File: src/rtl/panel_input_conditioner.sv
// panel_input_conditioner: synchronise, debounce and edge-detect front-panel buttons and switches
module panel_input_conditioner #(
    parameter int N_BTN           = 3,
    parameter int N_SW            = 10,
    parameter int DEBOUNCE_CYCLES = 16,
    parameter int BTN_ACTIVE_LOW  = 1
) (
    input  logic             clock,
    input  logic             reset_N,
    input  logic [N_BTN-1:0] btn_raw,
    input  logic [N_SW-1:0]  sw_raw,
    output logic [N_BTN-1:0] btn_level,
    output logic [N_BTN-1:0] btn_press,
    output logic [N_BTN-1:0] btn_release,
    output logic [N_SW-1:0]  sw_level,
    output logic             sw_change
);
    localparam int N  = N_BTN + N_SW;
    localparam int CW = $clog2(DEBOUNCE_CYCLES + 1);
    localparam logic [CW-1:0]    CMAX     = CW'(DEBOUNCE_CYCLES - 1);
    localparam logic [N_BTN-1:0] BTN_IDLE = (BTN_ACTIVE_LOW != 0) ? '1 : '0;

    logic [N_BTN-1:0] btn_s1, btn_s2;
    logic [N_SW-1:0]  sw_s1, sw_s2;
    logic [N-1:0]     smp, lvl, upd;
    logic [CW-1:0]    cnt [N];

    // two-flop synchronisers; buttons idle at their released pin value
    always_ff @(posedge clock or negedge reset_N) begin
        if (!reset_N) begin
            btn_s1 <= BTN_IDLE;
            btn_s2 <= BTN_IDLE;
            sw_s1  <= '0;
            sw_s2  <= '0;
        end else begin
            btn_s1 <= btn_raw;
            btn_s2 <= btn_s1;
            sw_s1  <= sw_raw;
            sw_s2  <= sw_s1;
        end
    end

    assign smp = {sw_s2, (BTN_ACTIVE_LOW != 0) ? ~btn_s2 : btn_s2};

    // a channel flips once its sample has disagreed with the level for the full window
    always_comb begin
        upd = '0;
        for (int i = 0; i < N; i++)
            upd[i] = (smp[i] != lvl[i]) && (cnt[i] == CMAX);
    end

    // per-channel run counters, stable levels and registered edge pulses
    always_ff @(posedge clock or negedge reset_N) begin
        if (!reset_N) begin
            for (int i = 0; i < N; i++)
                cnt[i] <= '0;
            lvl         <= '0;
            btn_press   <= '0;
            btn_release <= '0;
            sw_change   <= 1'b0;
        end else begin
            for (int i = 0; i < N; i++)
                cnt[i] <= (smp[i] == lvl[i] || upd[i]) ? '0 : cnt[i] + 1'b1;
            lvl         <= lvl ^ upd;
            btn_press   <= upd[N_BTN-1:0] & smp[N_BTN-1:0];
            btn_release <= upd[N_BTN-1:0] & ~smp[N_BTN-1:0];
            sw_change   <= |upd[N-1:N_BTN];
        end
    end

    assign btn_level = lvl[N_BTN-1:0];
    assign sw_level  = lvl[N-1:N_BTN];
endmodule

File: config.mk
export PLATFORM = sky130hd
export DESIGN_NAME = panel_input_conditioner
export DESIGN_NICKNAME = d
export VERILOG_FILES = /design/src/rtl/panel_input_conditioner.sv
export SDC_FILE = /design/constraint.sdc
export NUM_CORES = 1
export LEC_CHECK = 0
export ABC_AREA = 1
export BUFFER_PORTS_ARGS = -buffer_cell sky130_fd_sc_hd__clkbuf_2
export CAP_MARGIN = 20
export CORE_ASPECT_RATIO = 2
export CORE_UTILIZATION = 50
export CTS_CLUSTER_SIZE = 10
export DETAILED_ROUTE_END_ITERATION = 8
export PLACE_DENSITY = 0.69
export SYNTH_ARGS = -nofsm -noshare
export SYNTH_HDL_FRONTEND = slang
export SYNTH_SLANG_ARGS = --single-unit
File: constraint.sdc
create_clock -name clock -period 1.5 [get_ports clock]
set_clock_uncertainty 0.05 [all_clocks]
set_input_delay 0.15 -clock clock [delete_from_list [all_inputs] [get_ports clock]]
set_output_delay 0.15 -clock clock [all_outputs]
set_load 0.05 [all_outputs]
==> impl_metrics.ini, run 1 <==
[yosys]
syn-instance-count = 422
synth_area_um2 = 4570
synth_edf_count = 0
synth-main-ff-cell = dfrtp_1
synth_top_area_cell = dfrtp_1
yosysMostFrequentCell = dfrtp_1
ys_warn_count = 0
ys_ff_latch = 111
synth_top_cell_area_share_pct = 57.5
synthArstFlopShare_pct = 100
yosysUniqueCellTypes = 23
ys_seq_area_share_pct = 61.0
syn_avg_cell_area_um2 = 10.8
ys_top_cells_by_count = dfrtp_1, nor2_1, inv_1
synth.net_count = 463
synth_area_leaders = dfrtp_1, ha_1, nor2_1, inv_1, nand2_1

[detailed_routing]
wl_per_cell_um = 12.3
dr.pass1.iters = 4
drc = 0
vias = 3019
ant_nets = 0
drt-initial-drc-count = 161
finalWirelength_um = 7500
routed_via_density = 4.94

[die]
die_h_um = 137
boundaryPins = 35
core_region_area_um2 = 8950
dieWidth_um = 69.6
placementRows = 49
die-area_um2 = 9550
start_util_pct = 51.0

[power]
switching_share_pct = 22.5
peakVddDrop_mv = 0.822
seq_power_share_pct = 53.7
switching_power_mw = 1.34
finalPower_mw = 5.96
power.density_nw_per_um2 = 1040
p_int_mw = 4.62
p_leak_nw = 2.70
p_comb_share_pct = 7.1
clkPwrFrac_pct = 39.2

[cts]
htree_levels = 3
numClockSinks = 111
cts_root_buf = clkbuf_16
cts_tree = built
clock_latency_ps = 340
clkTransAtPathRegs_ps = 70
numCtsBuffers = 9
cts_buffer_depth = 2

[global_route]
grt_pass1_vias = 3107
grt-ovfl-total = 0
grt_util_all_layers_pct = 16.6
grt_pass1_wl_um = 12400
grt_max_degree = 32
antenna_found_initial = 0

[sta]
timing.setup.tns_ps = 0
max_freq_ghz = 0.681
drv_slew = 0
min_period_over_period_pct = 97.9
worstMarginPinSlew_ps = 424
setup_viol = 0
holdWs_ps = 247
timing.final.ws_setup_ps = 32.1
min_period_ps = 1470
hold_viol_final = 0
slew_headroom_pct = 71.8

[cells_and_area]
fin_nets = 545
drive_gt1_share_pct = 30.1
utilization_pct = 64.0
diodes = 0
fin_area_um2 = 5730
area_delta_synth_final_pct = 25.3
finalNonFillerCells = 611

[critical_path]
crit_type = register to register
crit_slowest_cell = dfrtp_1
reg2regPathDepth = 8
startpoint = cnt[5]$_DFF_PN0_
timing.rr.end = sw_change$_DFF_PN0_
start_kind = register
critical_path_required_ps = 1670
crit_path_cell_trace = ha_2 > nand2_1 > nor2_1 > ha_2 > nand3_2 > nand2_2 > nor2_4 > nand3_2
r2r_start = cnt[5]$_DFF_PN0_
end_kind = register
cpPeakStageDelay_ps = 400
r2r_slack_ps = 30
cp_max_fo = 4
crit_arrival_ps = 1640

[place]
place_ws_ps = -177
io_buffer_count = 34
gp_congestion = 0.726
placed_cell_area_um2 = 5000
hpwlAfterDp_um = 5340
dpl.cell_count = 571

[min_path]
hold_class = primary input to async pin

[job]
drv_cap = 0

[run_status]
status = finished, final reports clean
[power by group through the flow]
stage / Sequential [mW] / Clock, mW / Combinational (mW)
3_3_place_gp: 3.24 / 0 / 0.332
2_1_floorplan: 3.24 / 0 / 0.186
4_1_cts: 3.19 / 2.41 / 0.396
5_1_grt: 3.21 / 2.50 / 0.486
6_report: 3.20 / 2.34 / 0.424
3_5_place_dp: 3.25 / 0 / 0.354
[how the worst max path moves through the flow]
stage	slack, ps	cells after the start	endpoint
6_report	30	8	sw_change$_DFF_PN0_
5_1_grt	-30	5	register
4_1_cts	-20	8	sw_change$_DFF_PN0_
3_5_place_dp	-180	8	sw_change$_DFF_PN0_
3_3_place_gp	-120	8	sw_change$_DFF_PN0_
2_1_floorplan	80	6	cnt[2]$_DFF_PN0_
[per-layer routing]
layer	vias to the layer above	GRT usage [%]	wire length, um	part of all wire [%]
met5	-	0	0	0
met4	0	7.48	143	1.9
met3	14	3.51	164	2.2
met2	29	32.7	4460	59
met1	1486	16.1	2740	36
li1	1490	-	-	-
[logic make-up after synthesis]
group                    Yosys count  share of synthesized area, %
multiplexers                       2                         0.493
buffers and inverters             64                          5.26
XOR/XNOR                           9                          1.73
adder cells (fa/ha/maj)           26                          7.12
flip-flops                       111                          61.0
AO/OA/AOI/OAI                     17                          2.03
AND/OR/NAND/NOR                  193                          22.4
[worst max-delay path, delay by kind of cell (launching register included)]
| family | cells | cell delay [ps] |
|---|---|---|
| flip-flops | 1 | 400 |
| adder cells (fa/ha/maj) | 2 | 380 |
| AND/OR/NAND/NOR | 6 | 510 |
[timing repair]
| action | CTS | global route |
|---|---|---|
| cloned | 0 | 0 |
| pin swaps | 1 | 13 |
| resized for setup | 13 | 38 |
| hold buffers | 14 | 0 |
| buffers inserted | 1 | 9 |
| setup endpoints to repair | 10 | 34 |
| hold endpoints to repair | 36 | 0 |
[placed cells by master (no fill, tap or decap), types with 2 or more instances in the layout]
cell type,instances
dfstp_2,6
nand4_1,4
dfrtp_1,105
xor2_1,9
dlygate4sd3_1,14
nor3_1,2
inv_6,2
nand3_2,7
nand2_1,49
nand3_4,2
nor2_2,2
inv_2,3
or2_4,2
nand3b_4,10
clkbuf_2,33
nor3b_2,13
inv_1,60
nand3_1,17
ha_2,21
clkinv_2,3
buf_12,3
clkbuf_16,9
a21oi_1,3
buf_4,21
nor2_1,77
ha_1,4
nand2_2,7
o21ai_0,11
[final cells by class]
cell class	count	area [um^2]
well taps	102	128
flip-flops and latches	111	2790
clock buffers	9	225
clock inverters	7	71.3
inverters	64	240
multi-input cells	247	1750
fillers	691	3230
repair buffers	71	523
(Power assumes the default switching activity.)
==> run 2: changes to the inputs <==
ABC_AREA = default   (was 1)
==> run 2 against run 1 <==
Compared with the run above: the flow now finishes with violations (negative setup slack); worst hold slack lost 8.7 ps; sequential share of layout area grew 1.8 points; register-to-register slack lost 240 ps; critical path depth shrank 2; final cell count shrank 13%; highest routed layer unchanged.
==> impl_metrics.ini, run 2 <==
[min_path]
hold_class = primary input to async pin

[critical_path]
crit_type = register to register
start_kind = register
crit_family = compound AO/OA/AOI/OAI gates
crit_path_cell_trace = ha_2 > and3_4 > ha_4 > a22o_1 > a221oi_2 > nand4_1
critical_path_required_ps = 1660
cpPeakStageDelay_ps = 390
crit_arrival_ps = 1870
crit_slowest_cell = dfrtp_1
worst-path-buf-inv = 0
end_kind = register
cp_max_fo = 2

[sta]
holdWs_ps = 238
min_period_ps = 1710
worstMarginPinSlew_ps = 406
rsz0062_at_grt = true
min_period_over_period_pct = 114
hold_viol_final = 0
timing.final.ws_setup_ps = -209
timing.setup.tns_ps = -932
drv_slew = 0
slew_headroom_pct = 72.9
max_freq_ghz = 0.585
setup_viol = 7

[die]
boundaryPins = 35
core_region_area_um2 = 8290
placementRows = 47
dieWidth_um = 67.3
start_util_pct = 51.5
die_h_um = 133
die-area_um2 = 8940

[yosys]
yosysMostFrequentCell = dfrtp_1
synth_area_leaders = dfrtp_1, ha_1, nor2_1, xor2_1, dfstp_2
synth_top_area_cell = dfrtp_1
ys_ff_latch = 111
ys_seq_area_share_pct = 65.2
ys_warn_count = 0
synth_edf_count = 0
ys_top_cells_by_count = dfrtp_1, nor2_1, inv_1
synth-main-ff-cell = dfrtp_1
synthArstFlopShare_pct = 100
synth.net_count = 375
syn_avg_cell_area_um2 = 12.8
yosysUniqueCellTypes = 18
synth_top_cell_area_share_pct = 61.5
synth_area_um2 = 4270
syn-instance-count = 334

[cts]
numCtsBuffers = 9
clock_latency_ps = 340
cts_root_buf = clkbuf_16
cts_buffer_depth = 2
htree_levels = 3
numClockSinks = 111
cts_tree = built
clkTransAtPathRegs_ps = 70

[cells_and_area]
fin_area_um2 = 5520
final_common_cell = dfrtp_1
utilization_pct = 66.6
mostFrequentLayoutCells = dfrtp_1, nor2_1, clkbuf_2, inv_1, buf_4
drive_gt1_share_pct = 31.2
area_delta_synth_final_pct = 29.3
diodes = 0
fin_nets = 469

[global_route]
antenna_found_initial = 0
grt_util_all_layers_pct = 17.3
grt_pass1_vias = 2758
grt_pass1_wl_um = 11400
grt-ovfl-total = 0
grt_max_degree = 34

[detailed_routing]
finalWirelength_um = 6940
wl_met2_um = 4040
ant_nets = 0
routed.top_layer = met4
vias = 2596
routed_via_density = 4.89
dr.pass1.iters = 4
drc = 0
drt-initial-drc-count = 80
met1_length_um = 2590
wl_per_cell_um = 13.1
wl_met3_um = 132

[place]
gp_congestion = 0.743
placed_cell_area_um2 = 4820
io_buffer_count = 34
hpwlAfterDp_um = 4690

[job]
drv_cap = 0

[power]
finalPower_mw = 5.79
peakVddDrop_mv = 0.844
p_leak_nw = 2.71
power.density_nw_per_um2 = 1050

[run_status]
violations = negative setup slack
status = finished with violations
==> run 2: cell types whose count changed in the layout (fill, tap and decap cells not counted), sizes merged, moves of 14 or more <==
cell | before | now
xnor2 | 0 | 16
nor2 | 80 | 65
xor2 | 9 | 23
inv | 65 | 29
and3 | 0 | 16
nand2 | 56 | 0
==> run 2: worst register-to-register path: stages (launching register included) <==
cell and delay (ps):
dfrtp_1 390, ha_2 190, and3_4 180, ha_4 150, a22o_1 220, a221oi_2 270
nand4_1 130
==> run 2: final timing paths <==
kind | startpoint | end | slack, ps | cells after the start
max | cnt[1]$_DFF_PN0_ | sw_change$_DFF_PN0_ | -210 | 6
min | reset_N | async pin | 240 | 2
max reg2reg | cnt[1]$_DFF_PN0_ | sw_change$_DFF_PN0_ | -210 | 6
min reg2reg | sw_s1[4]$_DFF_PN0_ | sw_s2[4]$_DFF_PN0_ | 300 | 0
max in group asynchronous | reset_N | btn_s2[2]$_DFF_PN1_ | 580 | 3
min in group clock | sw_s1[4]$_DFF_PN0_ | sw_s2[4]$_DFF_PN0_ | 300 | 0
==> run 2: kinds of logic after synthesis <==
family,share of synthesized area (%)
muxes,3.34
xor gates and xnor gates,8.00
AOI/OAI and AO/OA,1.08
buffers and inverters,2.55
DFF,65.2
adders and majority gates,7.62
and+or+nand+nor,12.2
==> run 2: cell type report <==
class                   instances  area (um^2)
flip-flops and latches        111         2790
fillers                       608         2770
multi-input cells             194         1600
repair buffers                 83          628
clock buffers                  15          268
well taps                      98          123
inverters                      29          109
clock inverters                 1         5.00
==> run 2: stage by stage <==
stage                     std cells  setup slack (ps)
after CTS                       527              -192
after global placement          494              -140
after floorplan                 334             -29.5
after detailed placement        494              -203
after global routing            531              -217
final                           531              -209
==> run 2: where the power goes <==
| group | internal, mW | switching [mW] | total, mW | leakage, nW |
|---|---|---|---|---|
| clock network | 1.22 | 0.952 | 2.17 | 0.134 |
| logic | 0.209 | 0.208 | 0.417 | 1.13 |
| registers | 3.12 | 0.0794 | 3.20 | 1.45 |
==> run 2: what timing repair did <==
item,in CTS,in global routing
endpoints found under the hold margin,35,0
pin swaps,4,10
resized for setup,21,32
hold buffers,14,0
buffers inserted,3,5
endpoints found under the setup margin,29,39
==> run 2: routing by layer <==
layer | global-route usage (%) | vias to the layer above
met4 | 10.3 | 0
met1 | 17.6 | 1301
met5 | 0 | -
met3 | 2.93 | 12
li1 | - | 1256
met2 | 31.1 | 27
